--- src/rtl/mem_bank_if.sv ---
// Request/response channel between the load/store unit and mem_bank.
// The master issues valid/ready requests; the slave returns one-cycle read pulses.
interface mem_bank_if #(
  parameter int DATA_W = 32,
  parameter int ADDR_W = 4
);
  logic                  req_valid;
  logic                  req_ready;
  logic                  req_we;
  logic [ADDR_W-1:0]     req_addr;
  logic [DATA_W-1:0]     req_wdata;
  logic [DATA_W/8-1:0]   req_be;
  logic                  rsp_valid;
  logic [DATA_W-1:0]     rsp_rdata;
  logic                  rsp_err;

  modport master (
    output req_valid, req_we, req_addr, req_wdata, req_be,
    input  req_ready, rsp_valid, rsp_rdata, rsp_err
  );

  modport slave (
    input  req_valid, req_we, req_addr, req_wdata, req_be,
    output req_ready, rsp_valid, rsp_rdata, rsp_err
  );
endinterface

--- src/rtl/mem_bank.sv ---
// DEPTH x DATA_W word store with byte-enable writes, registered reads and a zeroize sweep.
// Define MEM_PARITY_EN to keep one even-parity bit per byte and flag mismatches on reads.
//
//   state    | meaning
//   ST_CLEAR | sweeping zeros into word[ptr], requests blocked, busy=1
//   ST_IDLE  | serving requests; zeroize starts a new sweep
module mem_bank #(
  parameter int DATA_W = 32,
  parameter int ADDR_W = 4
) (
  input  logic         clk,
  input  logic         reset,
  mem_bank_if.slave    bus,
  input  logic         zeroize,
  output logic         busy
);
  localparam int DEPTH = 2 ** ADDR_W;
  localparam int NB    = DATA_W / 8;
  localparam logic [ADDR_W-1:0] LAST = ADDR_W'(DEPTH - 1);

  typedef enum logic {ST_CLEAR, ST_IDLE} state_t;

  state_t              state_q, state_d;
  logic [ADDR_W-1:0]   ptr_q, ptr_d;
  logic [DATA_W-1:0]   mem_q [DEPTH];
  logic [DATA_W-1:0]   mem_d [DEPTH];
  logic                rsp_valid_q, rsp_valid_d;
  logic [DATA_W-1:0]   rsp_rdata_q, rsp_rdata_d;
  logic                req_ready;

`ifdef MEM_PARITY_EN
  logic [NB-1:0]       par_q [DEPTH];
  logic [NB-1:0]       par_d [DEPTH];
  logic                rsp_err_q, rsp_err_d;

  function automatic logic [NB-1:0] byte_par(input logic [DATA_W-1:0] w);
    logic [NB-1:0] p;
    for (int i = 0; i < NB; i++) p[i] = ^w[8*i +: 8];
    return p;
  endfunction
`endif

  always_comb begin
    state_d     = state_q;
    ptr_d       = ptr_q;
    mem_d       = mem_q;
    rsp_valid_d = 1'b0;
    rsp_rdata_d = rsp_rdata_q;
    busy        = 1'b0;
    req_ready   = 1'b0;
`ifdef MEM_PARITY_EN
    par_d     = par_q;
    rsp_err_d = rsp_err_q;
`endif
    case (state_q)
      ST_CLEAR: begin
        busy         = 1'b1;
        mem_d[ptr_q] = '0;
`ifdef MEM_PARITY_EN
        par_d[ptr_q] = '0;
`endif
        ptr_d = ptr_q + 1'b1;
        if (ptr_q == LAST) begin
          state_d = ST_IDLE;
          ptr_d   = '0;
        end
      end
      default: begin
        req_ready = ~zeroize;
        if (zeroize) begin
          state_d = ST_CLEAR;
          ptr_d   = '0;
        end else if (bus.req_valid) begin
          if (bus.req_we) begin
            for (int i = 0; i < NB; i++) begin
              if (bus.req_be[i]) begin
                mem_d[bus.req_addr][8*i +: 8] = bus.req_wdata[8*i +: 8];
`ifdef MEM_PARITY_EN
                par_d[bus.req_addr][i] = ^bus.req_wdata[8*i +: 8];
`endif
              end
            end
          end else begin
            rsp_valid_d = 1'b1;
            rsp_rdata_d = mem_q[bus.req_addr];
`ifdef MEM_PARITY_EN
            rsp_err_d = |(byte_par(mem_q[bus.req_addr]) ^ par_q[bus.req_addr]);
`endif
          end
        end
      end
    endcase
  end

  always_ff @(posedge clk) begin
    if (reset) begin
      state_q     <= ST_CLEAR;
      ptr_q       <= '0;
      rsp_valid_q <= 1'b0;
      rsp_rdata_q <= '0;
    end else begin
      state_q     <= state_d;
      ptr_q       <= ptr_d;
      rsp_valid_q <= rsp_valid_d;
      rsp_rdata_q <= rsp_rdata_d;
    end
  end

  // Storage is deliberately left alone by reset; the CLEAR sweep wipes it.
  always_ff @(posedge clk) begin
    if (!reset) mem_q <= mem_d;
  end

`ifdef MEM_PARITY_EN
  always_ff @(posedge clk) begin
    if (reset) rsp_err_q <= 1'b0;
    else       rsp_err_q <= rsp_err_d;
  end

  always_ff @(posedge clk) begin
    if (!reset) par_q <= par_d;
  end

  assign bus.rsp_err = rsp_err_q;
`else
  assign bus.rsp_err = 1'b0;
`endif

  assign bus.req_ready = req_ready;
  assign bus.rsp_valid = rsp_valid_q;
  assign bus.rsp_rdata = rsp_rdata_q;
endmodule

--- src/flat_wrapper.sv ---
// flat-port wrapper written by rule: the top's interface ports become plain ports
module mem_bank_flat 
#(
  parameter int DATA_W = 32,
  parameter int ADDR_W = 4
)
  (clk, reset, zeroize, busy, bus_req_valid, bus_req_we, bus_req_addr, bus_req_wdata, bus_req_be, bus_req_ready, bus_rsp_valid, bus_rsp_rdata, bus_rsp_err);
  mem_bank_if #(.DATA_W(DATA_W), .ADDR_W(ADDR_W)) bus_i ();
  input  logic clk;
  input  logic reset;
  input  logic zeroize;
  output logic busy;
  input wire logic [$bits(bus_i.req_valid)-1:0] bus_req_valid;
  input wire logic [$bits(bus_i.req_we)-1:0] bus_req_we;
  input wire logic [$bits(bus_i.req_addr)-1:0] bus_req_addr;
  input wire logic [$bits(bus_i.req_wdata)-1:0] bus_req_wdata;
  input wire logic [$bits(bus_i.req_be)-1:0] bus_req_be;
  output wire logic [$bits(bus_i.req_ready)-1:0] bus_req_ready;
  output wire logic [$bits(bus_i.rsp_valid)-1:0] bus_rsp_valid;
  output wire logic [$bits(bus_i.rsp_rdata)-1:0] bus_rsp_rdata;
  output wire logic [$bits(bus_i.rsp_err)-1:0] bus_rsp_err;
  assign bus_i.req_valid = bus_req_valid;
  assign bus_i.req_we = bus_req_we;
  assign bus_i.req_addr = bus_req_addr;
  assign bus_i.req_wdata = bus_req_wdata;
  assign bus_i.req_be = bus_req_be;
  assign bus_req_ready = bus_i.req_ready;
  assign bus_rsp_valid = bus_i.rsp_valid;
  assign bus_rsp_rdata = bus_i.rsp_rdata;
  assign bus_rsp_err = bus_i.rsp_err;
  mem_bank #(.DATA_W(DATA_W), .ADDR_W(ADDR_W)) u_core (.clk(clk), .reset(reset), .bus(bus_i), .zeroize(zeroize), .busy(busy));
endmodule
--- config.mk ---
export PLATFORM = sky130hd
export DESIGN_NAME = mem_bank_flat
export DESIGN_NICKNAME = d
export VERILOG_FILES = /design/src/rtl/mem_bank_if.sv /design/src/rtl/mem_bank.sv /design/src/flat_wrapper.sv
export SDC_FILE = /design/constraint.sdc
export NUM_CORES = 1
export LEC_CHECK = 0
export CAP_MARGIN = 20
export CORE_MARGIN = 3
export CORE_UTILIZATION = 67
export CTS_CLUSTER_SIZE = 30
export DETAILED_ROUTE_END_ITERATION = 6
export PLACE_DENSITY = 0.86
export SLEW_MARGIN = 20
export SYNTH_ARGS = -nofsm -noshare
export SYNTH_HDL_FRONTEND = slang
export SYNTH_SLANG_ARGS = --single-unit
--- constraint.sdc ---
create_clock -name clk -period 6.8 [get_ports clk]
set_input_delay 2.04 -clock clk [delete_from_list [all_inputs] [get_ports clk]]
set_output_delay 2.04 -clock clk [all_outputs]
set_load 0.02 [all_outputs]
==> impl_metrics.json <==
{
  "switchingPower_mw": 1.904,
  "post_cts_resized": 0,
  "core_mm2": 0.03901,
  "synth_area_leaders": "edfxtp_1, nand2_1, o21ai_0",
  "r2r_cells": 4,
  "place_ws_ps": 1231,
  "routedWlPerCell_um": 27.60,
  "synth_flop_cell": "edfxtp_1",
  "ys_types": 35,
  "vdd_drop_max_mv": 0.2113,
  "ys_seq_area_share_pct": 60.43,
  "netlist.area_leader.share_pct": 57.58,
  "required_ps": 4760,
  "syn_avg_cell_area_um2": 11.03,
  "num_rows": 72,
  "cts-root-buf": "clkbuf_16",
  "path_buf_inv": 3,
  "status": "finished with violations",
  "antenna_cells": 0,
  "worstMarginPinSlew_ps": 1143,
  "gp_routability_congestion": 0.8936,
  "dieArea_mm2": 0.04228,
  "power.share.clock_pct": 41.6,
  "grt-ovfl-total": 0,
  "end_kind": "primary output",
  "pwr-share-comb_pct": 8.6,
  "power_leakage_nw": 11.26,
  "min_path_cells": 2,
  "viasPerCell": 7.182,
  "critPathKind": "in -> out",
  "cp_slowest_cell": "clkdlybuf4s50_1",
  "stdcell_count": 2951,
  "crit_chain": "clkdlybuf4s50_1 > nand2b_1 > inv_1 > clkdlybuf4s50_1",
  "grt_max_degree": 66,
  "grt_pass1_wl_mm": 120.7,
  "wl_mm": 81.45,
  "critPathLaunch": "zeroize",
  "cts-buffers-inserted": 54,
  "arrival_ps": 3560,
  "setup_slack_ps": 1201,
  "report.final.hold_viol_count": 0,
  "cts_tree": "built",
  "hp-class": "reg -> reg",
  "yosysMostFrequentCell": "nand2_1",
  "clock_latency_ps": 610,
  "crit_family": "buffers and inverters",
  "finalSetupViolCount": 0,
  "htreeDepth": 2,
  "synth_area_mm2": 0.02670,
  "dr_total_vias": 21190,
  "hp-start": "u_core.bus.rsp_rdata[27]",
  "ys_ff_latch": 550,
  "min_period_ps": 5599,
  "tns_ps": 0,
  "drtAntennaViolNets": 0,
  "worstSetupPathDepth": 4,
  "area_delta_synth_final_pct": 11.22,
  "synth_fp_nets": 2469,
  "crit_top_cell": "clkdlybuf4s50_1",
  "async_flop_share_pct": 0,
  "p_sw_share_pct": 23.06,
  "max_slew_margin_pct": 23.80,
  "hpwl_mm": 50.64,
  "dr.first_iter.drc_count": 3035,
  "worstSetupStartpointType": "primary input",
  "whs_ps": 523.6,
  "antenna_found_initial": 0,
  "rsz0062_at_grt": "no",
  "cts_hold_buf": 0,
  "clk_pin_slew_ps": 60,
  "synth_edf_count": 512,
  "syn_inst": 2420,
  "p_seq_share_pct": 49.8,
  "violations": "design-rule violations",
  "critPathMaxStageDelay_ps": 620,
  "pin_count": 81,
  "cts_sinks": 550,
  "io_buffers": 79,
  "finalMaxSlewViolations": 0,
  "drive_above_1_share_pct": 9.248,
  "r2r_slack_ps": 3210,
  "power_density_mw_per_mm2": 278.1,
  "route.detailed.drc": 1,
  "start_util_pct": 68.45,
  "drv_cap": 0,
  "skew_ps": 9.281,
  "path_max_fanout": 4,
  "clock.fmax_ghz": 0.1786,
  "dr.pass1.iters": 7,
  "synth_area_leader_cell": "edfxtp_1",
  "synth_common_cells": "nand2_1, edfxtp_1, o21ai_0",
  "grt_pass1_vias": 20770,
  "die_height_um": 205.6,
  "reg2reg_from": "u_core.state_q",
  "cts_setup_buffers": 0,
  "final_nets": 2437,
  "grt_use_total_pct": 38.08,
  "cts_buffer_depth": 3,
  "fillers": 2356,
  "die_w_um": 205.6,
  "place_inst": 2849,
  "power.internal_mw": 6.354,
  "yosysWarnings": 0,
  "dpl_cell_area_mm2": 0.02763,
  "period_share_pct": 82.34,
  "final_area_mm2": 0.02970
}
## per-layer routing
metal | wire (um) | global-route usage, % | vias up
met5 | 0 | 0 | -
met4 | 5634 | 22.31 | 0
met3 | 11930 | 11.11 | 422
met2 | 36820 | 59.06 | 1935
met1 | 27070 | 48.00 | 9994
li1 | - | - | 8843
## power by group through the flow
stage               logic (mW)  clock network [mW]  registers, mW
floorplan                0.488                   0           4.11
global placement         0.634                   0           4.15
detailed placement       0.671                   0           4.17
CTS                      0.685                3.43           4.10
global route             0.760                3.56           4.12
finish                   0.709                3.44           4.11
## path summary, 6_finish.rpt
kind / endpoint
max reg2reg: u_core.mem_q[334]
max: bus_req_ready
min reg2reg: u_core.bus.rsp_rdata[27]
min: u_core.bus.rsp_rdata[27]
## layout make-up
| cell class | count | area [um2] | share of cell area [%] |
|---|---|---|---|
| Tap cell | 518 | 648.1 | 2.182 |
| Clock inverter | 35 | 554.3 | 1.866 |
| Sequential cell | 550 | 16140 | 54.35 |
| Clock buffer | 66 | 1490 | 5.018 |
| Multi-Input combinational cell | 1647 | 9664 | 32.54 |
| Inverter | 4 | 15.01 | 0.05056 |
| Timing Repair Buffer | 131 | 1186 | 3.994 |
## worst register-to-register path: cells and delay by family, from the launching register on
family,cells,cell delay [ps]
compound gates,1,530
flops,1,840
simple gates,2,1160
buf+inv,1,820
## flip-flops by register name, summed over array words and instances (netlist names)
signal                cells
u_core.bus.rsp_rdata     32
u_core.state_q            1
u_core.mem_q            512
u_core.ptr_q              4
u_core.bus.rsp_valid      1
## cells in the final DEF, fill, tap and decap left out, types with 2 or more instances in the layout
cell type,instances
o21ai_0,402
and2_1,5
nor2_1,72
inv_1,4
clkinv_1,7
o22ai_1,44
clkbuf_16,57
mux4_2,32
dfxtp_1,37
a21oi_1,66
o21ai_2,2
clkdlybuf4s50_1,76
a21oi_2,12
nand3b_1,3
nor2b_1,6
ha_1,4
nand3_1,6
bufinv_16,15
buf_4,52
a221oi_1,23
o22ai_2,20
a31oi_4,2
mux2i_1,193
clkbuf_8,3
clkinv_2,9
edfxtp_1,512
a31oi_2,2
a311oi_1,33
o21ai_1,145
buf_8,2
a221oi_2,9
clkinv_4,2
clkbuf_1,6
nand2_1,558
clkinvlp_4,2
## metrics by stage
step / power [mW] / utilization, %
floorplan: 4.596 / -
global placement: 4.785 / 70.83
global route: 8.446 / 76.13
finish: 8.258 / 76.13
CTS: 8.212 / 76.07
detailed placement: 4.838 / 70.83
## kinds of logic (layout without fill, tap and decap cells)
kind of cell	after synthesis	in the layout	synth area share (%)
buf+inv	223	236	3.777
simple gates	655	655	9.442
flops	550	550	60.43
mux	225	225	9.934
compound gates	762	762	16.21
fa+ha+maj	4	4	0.1874
other cells	1	1	0.01404
Power figures use the tool's default switching activity.
